**src/rtl/wb_pipe_stage_pkg.sv**
```systemverilog
// ============================================================================
// Module : wb_pipe_stage_pkg
// Brief  : Shared defines and helpers for the MEM->WB write-back pipeline stage.
// Rev    : 1.0  initial release
// ============================================================================
`default_nettype none

`ifndef WB_PIPE_STAGE_DEFINES
`define WB_PIPE_STAGE_DEFINES
`define True                     1'b1
`define False                    1'b0
`define ZeroWord                 32'h0000_0000
`define NOPRegAddr               5'b00000
`define WB_LANES_DEF             1
`define WB_REC_W(addr_w, data_w) ((addr_w) + 1 + (data_w))
`endif

package wb_pipe_stage_pkg;

    localparam int C_CNT_W = 32;

    // Number of set bits in a request vector of up to 32 lanes.
    function automatic logic [5:0] popcount32(input logic [31:0] v);
        logic [5:0] cnt;
        cnt = 6'd0;
        for (int i = 0; i < 32; i++) begin
            cnt = cnt + 6'(v[i]);
        end
        return cnt;
    endfunction

endpackage

`default_nettype wire

```
**src/rtl/wb_skid_slot.sv**
```systemverilog
// ============================================================================
// Module : wb_skid_slot
// Brief  : One valid+payload register with load and clear; clear wins.
// Rev    : 1.0  initial release
// ============================================================================
`default_nettype none

module wb_skid_slot #(
    parameter int WIDTH = 38
) (
    input  logic             clk,
    input  logic             rst,
    input  logic             load,
    input  logic             clear,
    input  logic [WIDTH-1:0] d,
    output logic             valid,
    output logic [WIDTH-1:0] q
);

    logic             r_valid;
    logic [WIDTH-1:0] r_q;

    always_ff @(posedge clk) begin
        if (rst) begin
            r_valid <= 1'b0;
            r_q     <= '0;
        end else if (clear) begin
            r_valid <= 1'b0;
        end else if (load) begin
            r_valid <= 1'b1;
            r_q     <= d;
        end
    end

    assign valid = r_valid;
    assign q     = r_q;

endmodule

`default_nettype wire

```
**src/rtl/wb_pipe_stage.sv**
```systemverilog
// ============================================================================
// Module : wb_pipe_stage
// Brief  : Multi-lane MEM->WB register with valid/ready, 2-entry skid buffer,
//          flush and x0-write filtering. Optional perf counters: WB_PIPE_PERF_EN.
// Rev    : 1.0  initial release
// ============================================================================
`default_nettype none

module wb_pipe_stage
    import wb_pipe_stage_pkg::*;
#(
    parameter int LANES         = `WB_LANES_DEF,
    parameter int ADDR_W        = 5,
    parameter int DATA_W        = 32,
    parameter int ZERO_REG_DROP = 1
) (
    input  logic                    clk,
    input  logic                    rst,
    input  logic                    rdy,
    input  logic                    flush,
    input  logic                    in_valid,
    output logic                    in_ready,
    input  logic [LANES*ADDR_W-1:0] in_w_addr,
    input  logic [LANES-1:0]        in_w_req,
    input  logic [LANES*DATA_W-1:0] in_w_data,
    output logic                    out_valid,
    input  logic                    out_ready,
    output logic [LANES*ADDR_W-1:0] out_w_addr,
    output logic [LANES-1:0]        out_w_req,
    output logic [LANES*DATA_W-1:0] out_w_data
`ifdef WB_PIPE_PERF_EN
    ,
    output logic [C_CNT_W-1:0]      perf_stall_cnt,
    output logic [C_CNT_W-1:0]      perf_wr_cnt
`endif
);

    localparam int LANE_W = `WB_REC_W(ADDR_W, DATA_W);
    localparam int REC_W  = LANES * LANE_W;

    logic [REC_W-1:0] w_in_rec;
    logic [REC_W-1:0] w_main_d;
    logic [REC_W-1:0] w_main_q;
    logic [REC_W-1:0] w_skid_q;
    logic             w_main_valid;
    logic             w_skid_valid;
    logic             w_accept;
    logic             w_retire;
    logic             w_main_load;
    logic             w_main_clear;
    logic             w_skid_load;
    logic             w_skid_clear;

    // Per-lane record {data, req, addr}; req is filtered for x0 on capture.
    for (genvar i = 0; i < LANES; i++) begin : g_lane
        logic w_req_f;
        assign w_req_f = in_w_req[i] &
                         ~((ZERO_REG_DROP != 0) && (in_w_addr[i*ADDR_W +: ADDR_W] == '0));
        assign w_in_rec[i*LANE_W +: LANE_W] = {in_w_data[i*DATA_W +: DATA_W], w_req_f,
                                               in_w_addr[i*ADDR_W +: ADDR_W]};
        assign out_w_addr[i*ADDR_W +: ADDR_W] = w_main_q[i*LANE_W +: ADDR_W];
        assign out_w_req[i]                   = w_main_q[i*LANE_W + ADDR_W] & w_main_valid;
        assign out_w_data[i*DATA_W +: DATA_W] = w_main_q[i*LANE_W + ADDR_W + 1 +: DATA_W];
    end

    // Only skid_valid is stateful here; rdy/flush just gate it, so a full
    // skid blocks input starting the cycle after it fills.
    assign in_ready  = rdy & ~w_skid_valid & ~flush;
    assign out_valid = w_main_valid;

    assign w_accept = in_valid & in_ready;
    assign w_retire = w_main_valid & out_ready & rdy;

    assign w_main_load  = rdy & ~flush & (~w_main_valid | w_retire) & (w_skid_valid | w_accept);
    assign w_main_clear = rdy & (flush | (w_retire & ~w_main_load));
    assign w_main_d     = w_skid_valid ? w_skid_q : w_in_rec;

    assign w_skid_load  = rdy & ~flush & w_accept & w_main_valid & ~w_retire;
    assign w_skid_clear = rdy & (flush | (w_skid_valid & w_main_load));

    wb_skid_slot #(
        .WIDTH (REC_W)
    ) u_main (
        .clk   (clk),
        .rst   (rst),
        .load  (w_main_load),
        .clear (w_main_clear),
        .d     (w_main_d),
        .valid (w_main_valid),
        .q     (w_main_q)
    );

    wb_skid_slot #(
        .WIDTH (REC_W)
    ) u_skid (
        .clk   (clk),
        .rst   (rst),
        .load  (w_skid_load),
        .clear (w_skid_clear),
        .d     (w_in_rec),
        .valid (w_skid_valid),
        .q     (w_skid_q)
    );

`ifdef WB_PIPE_PERF_EN
    logic [C_CNT_W-1:0] r_stall_cnt;
    logic [C_CNT_W-1:0] r_wr_cnt;
    logic [5:0]         w_wr_pop;

    assign w_wr_pop = popcount32(32'(out_w_req));

    always_ff @(posedge clk) begin
        if (rst) begin
            r_stall_cnt <= '0;
            r_wr_cnt    <= '0;
        end else if (rdy) begin
            if (w_main_valid & ~out_ready) begin
                r_stall_cnt <= r_stall_cnt + 32'd1;
            end
            if (w_retire) begin
                r_wr_cnt <= r_wr_cnt + 32'(w_wr_pop);
            end
        end
    end

    assign perf_stall_cnt = r_stall_cnt;
    assign perf_wr_cnt    = r_wr_cnt;
`endif

endmodule

`default_nettype wire

```
**config.mk**
```make
export PLATFORM = sky130hd
export DESIGN_NAME = wb_pipe_stage
export DESIGN_NICKNAME = d
export VERILOG_FILES = /design/src/rtl/wb_pipe_stage_pkg.sv /design/src/rtl/wb_skid_slot.sv /design/src/rtl/wb_pipe_stage.sv
export SDC_FILE = /design/constraint.sdc
export NUM_CORES = 1
export LEC_CHECK = 0
export CAP_MARGIN = 20
export CORE_ASPECT_RATIO = 1.1
export CORE_MARGIN = 2
export CORE_UTILIZATION = 52
export CTS_BUF_LIST = sky130_fd_sc_hd__clkbuf_4
export DETAILED_ROUTE_END_ITERATION = 10
export PLACE_DENSITY = 0.92
export SLEW_MARGIN = 5
export SYNTH_ARGS = -nofsm -noshare
export SYNTH_HDL_FRONTEND = slang
export SYNTH_SLANG_ARGS = --single-unit
```
**constraint.sdc**
```tcl
create_clock -name clk -period 2 [get_ports clk]
set_input_delay 0.2 -clock clk [delete_from_list [all_inputs] [get_ports clk]]
set_output_delay 0.2 -clock clk [all_outputs]
set_load 0.01 [all_outputs]
```
Yosys cells after proc, flatten, opt, wreduce, memory -nomap -nowiden
Cells that the tools add are included.
{"block": "totals", "regBits": 78, "inputBits": 44, "wordCells": 39}
{"block": "classes", "n_mux": 1, "bitwise": 29, "reduce_logical": 5}
{"cell": "$mux 38", "n": 1}
{"cell": "$and 1x1->1", "n": 17}
{"cell": "$not 1->1", "n": 8}
{"cell": "$logic_not 5->1", "n": 1}
{"cell": "$or 1x1->1", "n": 4}
{"cell": "$reduce_and 2->1", "n": 2}
{"cell": "$reduce_or 2->1", "n": 2}

Depth between registers and ports, before layout
{"block": "depth", "word_depth": 12, "mapped_depth": 7, "mapped_depth_nobuf": 3}

Hierarchy
Synthesis repeated with hierarchy kept, for this count alone.
{"block": "hier_totals", "hier_cells": 408, "hier_area_um2": 4311.6}
{"module": "wb_skid_slot", "instances": 2, "cells_each": 176, "area_per_inst_um2": 1890.6, "seq_area_each_um2": 780.7}
{"module": "wb_pipe_stage", "instances": 1, "cells_each": 56, "area_per_inst_um2": 530.5, "seq_area_each_um2": 0.0}

Worst setup path before layout
OpenSTA, ideal clock, no wires.
{"block": "synth_path", "kind": "flip-flop to flip-flop", "startpoint": "register u_skid.r_valid, in the netlist u_skid.valid", "endpoint": "register u_main.r_q[27], in the netlist u_main.q[27]", "setup_time_ns": 0.146, "arrival_time_ns": 1.294, "t_required_ns": 1.854, "setup_slack_ns": 0.560, "stages_incl_launch_ff": 8, "cell_sequence": "dfxtp_1 > buf_2 > or2_0 > clkbuf_1 > buf_2 > buf_2 > a31oi_1 > a211oi_2"}
{"block": "synth_between", "elab_chain_cells": 12}
{"item": "start: declaration", "line": "wb_skid_slot.sv:20", "source": "logic r_valid;"}
{"item": "start signal: assignment", "line": "wb_skid_slot.sv:25", "source": "r_valid <= 1'b0;"}
{"item": "start signal: assignment", "line": "wb_skid_slot.sv:28", "source": "r_valid <= 1'b0;"}
{"item": "start signal: assignment", "line": "wb_skid_slot.sv:30", "source": "r_valid <= 1'b1;"}
{"item": "$not 1->1", "line": "wb_pipe_stage.sv:68", "source": "assign in_ready = rdy & ~w_skid_valid & ~flush;"}
{"item": "$and 1x1->1 (2 in series)", "line": "wb_pipe_stage.sv:68"}
{"item": "$and 1x1->1", "line": "wb_pipe_stage.sv:71", "source": "assign w_accept = in_valid & in_ready;"}
{"item": "$or 1x1->1", "line": "wb_pipe_stage.sv:74", "source": "assign w_main_load = rdy & ~flush & (~w_main_valid | w_retire) & (w_skid_valid | w_accept);"}
{"item": "$and 1x1->1", "line": "wb_pipe_stage.sv:74"}
{"item": "$not 1->1", "line": "wb_pipe_stage.sv:75", "source": "assign w_main_clear = rdy & (flush | (w_retire & ~w_main_load));"}
{"item": "$and 1x1->1", "line": "wb_pipe_stage.sv:75"}
{"item": "$or 1x1->1", "line": "wb_pipe_stage.sv:75"}
{"item": "$and 1x1->1", "line": "wb_pipe_stage.sv:75"}
{"item": "$not 1->1 (no source line)"}
{"item": "$reduce_and 2->1 (no source line)"}
{"item": "end signal: assignment", "line": "wb_skid_slot.sv:26", "source": "r_q <= '0;"}
{"item": "end signal: assignment", "line": "wb_skid_slot.sv:31", "source": "r_q <= d;"}
{"item": "end: declaration", "line": "wb_skid_slot.sv:21", "source": "logic [WIDTH-1:0] r_q;"}
Several ways; a longest one is shown, not always the timed one.
A chain may end at the register's enable or synchronous reset.

Worst setup path after layout
{"block": "layout_path", "startpoint": "register u_main.r_valid, in the netlist u_main.valid", "endpoint": "output port out_w_req"}
{"block": "layout_between", "elab_chain_cells": 1}
{"item": "start: declaration", "line": "wb_skid_slot.sv:20"}
{"item": "start signal: assignment", "line": "wb_skid_slot.sv:25"}
{"item": "start signal: assignment", "line": "wb_skid_slot.sv:28"}
{"item": "start signal: assignment", "line": "wb_skid_slot.sv:30"}
{"item": "$and 1x1->1", "line": "wb_pipe_stage.sv:62", "source": "assign out_w_req[i] = w_main_q[i*LANE_W + ADDR_W] & w_main_valid;"}
{"item": "end: declaration", "line": "wb_pipe_stage.sv:29", "source": "output logic [LANES-1:0] out_w_req,"}
No other way between the ends.

==> qor.csv <==
metric,value,unit
cts_tree,built,
row_count,32,
diodes,0,
cp.required,1800,ps
finalSetupViolations,0,
cp_slowest_cell,clkdlybuf4s50_1,
netlist_instances,412,
slowest_delay,530,ps
die_w,85.14,um
peakVddDrop,398.5,uV
syn2layout_area_growth,19.97,%
min_period_over_period,89.38,%
synth_edf_count,0,
clockBufferDepth,2,
pre_cts_slack,207.4,ps
fmax,0.5594,GHz
cts_resized,0,
clk_latency,410,ps
grtUsageMet2,41.41,%
drtIter0Drc,194,
via_count,3273,
wl_per_cell,17.38,um
grt_pass1_wl,14.84,mm
cts_setup_buffers,0,
crit_path_start_kind,flip-flop,
status,finished clean,
netlist_area,0.003766,sq mm
ys_seq_area_share,41.46,%
port_buffers,83,
p_leak,1.414,nW
clkTransAtPathRegs,120,ps
synthArstFlopShare,0,%
synth_nets,456,
drt.antenna.violating_nets,0,
final_hold_viol_count,0,
core,0.007007,sq mm
fin_setup_tns,0,ps
use_met3,4.766,%
use_met1,26.26,%
grt_pass1_vias,3189,
grt.total_usage,23.28,%
setup_ws,212.4,ps
dp_hpwl,6.050,mm
crit_path_cell_trace,and2_1 -> clkdlybuf4s50_1,
cts-root-buf,clkbuf_4,
synth-seq-cells,78,
wl,9.244,mm
drc_errors,0,
overflow,0,
ioPinCount,84,
avgSynthCellArea,9.141,sq um
busiest_layer,met2,
end_kind,output port,
finalMaxSlewViolations,0,
rsz0062_at_grt,no,
cp.arrival,1590,ps
fin_crit,1788,ps
htreeDepth,3,
hold_path_class,in2reg,
worst_slew_pin_slew,581.9,ps
gp_congestion,0.8052,
detail_route.vias_per_cell,6.152,
antenna_found_initial,0,
die-area,0.007940,sq mm
layout-drive-gt1-share,13.65,%
final.setup_skew,9.146,ps
slew_headroom,61.21,%
synth_warnings,0,
ys_types,28,
fin_nets,486,
synthFlopType,dfxtp_1,
maxCapViolations,0,
hold_slack,271.3,ps
hold_buffers,0,
grt_max_degree,40,
fin_cells,532,
cp_max_fo,6,
drt-pass1-iter-count,5,
place_inst,516,
die_y,93.26,um
start_util,53.75,%
cts_buffers,9,
power.density,650.1,mW/mm^2
crit_type,reg2out,
clock_sinks,78,
area by class of cell:
cell class,instances,area (sq um)
repair buffers,104,1008
clock buffers,10,75.07
well taps,85,106.4
flip-flops and latches,78,1563
clock inverters,6,28.78
fillers,559,2489
multi-input cells,249,1737
critical path: cells and delay by family, from the launching register on:
kind	cells	cell delay, ps
buffers and inverters	1	530
flip-flops	1	480
AND/OR/NAND/NOR	1	160
power by group:
group	internal, W	switching, W
logic	0.000261	0.000257
registers	0.00160	0.0000313
clock network	0.000254	0.000533
worst paths after layout:
kind	start	endpoint	slack, ps	depth (start not counted)
setup reg to reg	u_skid.valid$_SDFFE_PP0P_	u_skid.q[3]$_SDFFE_PP0P_	300	5
setup / recovery	u_main.valid$_SDFFE_PP0P_	out_w_req	210	2
hold / removal	rst	u_main.valid$_SDFFE_PP0P_	270	2
hold reg to reg	u_skid.q[18]$_SDFFE_PP0P_	u_skid.q[18]$_SDFFE_PP0P_	480	2
cell families (layout without fill, tap and decap cells):
group | after synthesis | after routing | synth area share [%]
mux | 37 | 37 | 9.834
buf+inv | 85 | 120 | 13.19
compound gates | 157 | 157 | 27.57
simple gates | 55 | 55 | 7.941
flops | 78 | 78 | 41.46
state kept, by name (all words and copies together), names as in the netlist:
signal	flops
u_skid.q	38
u_skid.valid	1
u_main.valid	1
u_main.q	38
cell usage after synthesis (2+ instances only):
cell	instances	area [sq um]
nand3_1	37	185.2
clkbuf_1	30	112.6
mux2i_1	37	370.4
a211oi_2	20	250.2
o21ai_0	40	200.2
a31oi_1	38	237.7
nor2_1	2	7.510
dfxtp_1	78	1562
buf_4	37	277.8
buf_2	13	65.06
a21oi_1	38	190.2
buf_1	2	7.510
nand2b_1	3	18.77
buf_6	3	33.78
a211oi_1	17	127.6
nor2b_1	5	31.28
layout by cell type (no fill, tap or decap), types with 2 or more instances in the layout:
cell,n
a211oi_1,17
a211oi_2,20
a21oi_1,38
a31oi_1,38
buf_12,2
buf_4,19
clkbuf_4,10
clkdlybuf4s50_1,82
clkinv_1,3
clkinv_2,2
dfxtp_1,77
mux2i_1,37
nand2b_1,2
nand3_1,37
nor2_1,2
nor2b_1,3
o21ai_0,40
through the flow:
| stage | cell area [sq um] | utilization (%) | total power (W) |
|---|---|---|---|
| 2_1_floorplan | 3766 | - | 0.001977 |
| 3_3_place_gp | 4414 | 63.00 | 0.002166 |
| 3_5_place_dp | 4414 | 63.00 | 0.002181 |
| 4_1_cts | 4518 | 64.48 | 0.002944 |
| 5_1_grt | 4518 | 64.48 | 0.003048 |
| 6_report | 4518 | 64.48 | 0.002937 |
metal layers:
metal | up-vias | part of all wire (%)
met5 | - | 0
met3 | 23 | 5.2
met1 | 1581 | 40
met4 | 0 | 2.4
met2 | 122 | 52
li1 | 1547 | -
No activity file was read; power rests on OpenSTA's default activity.
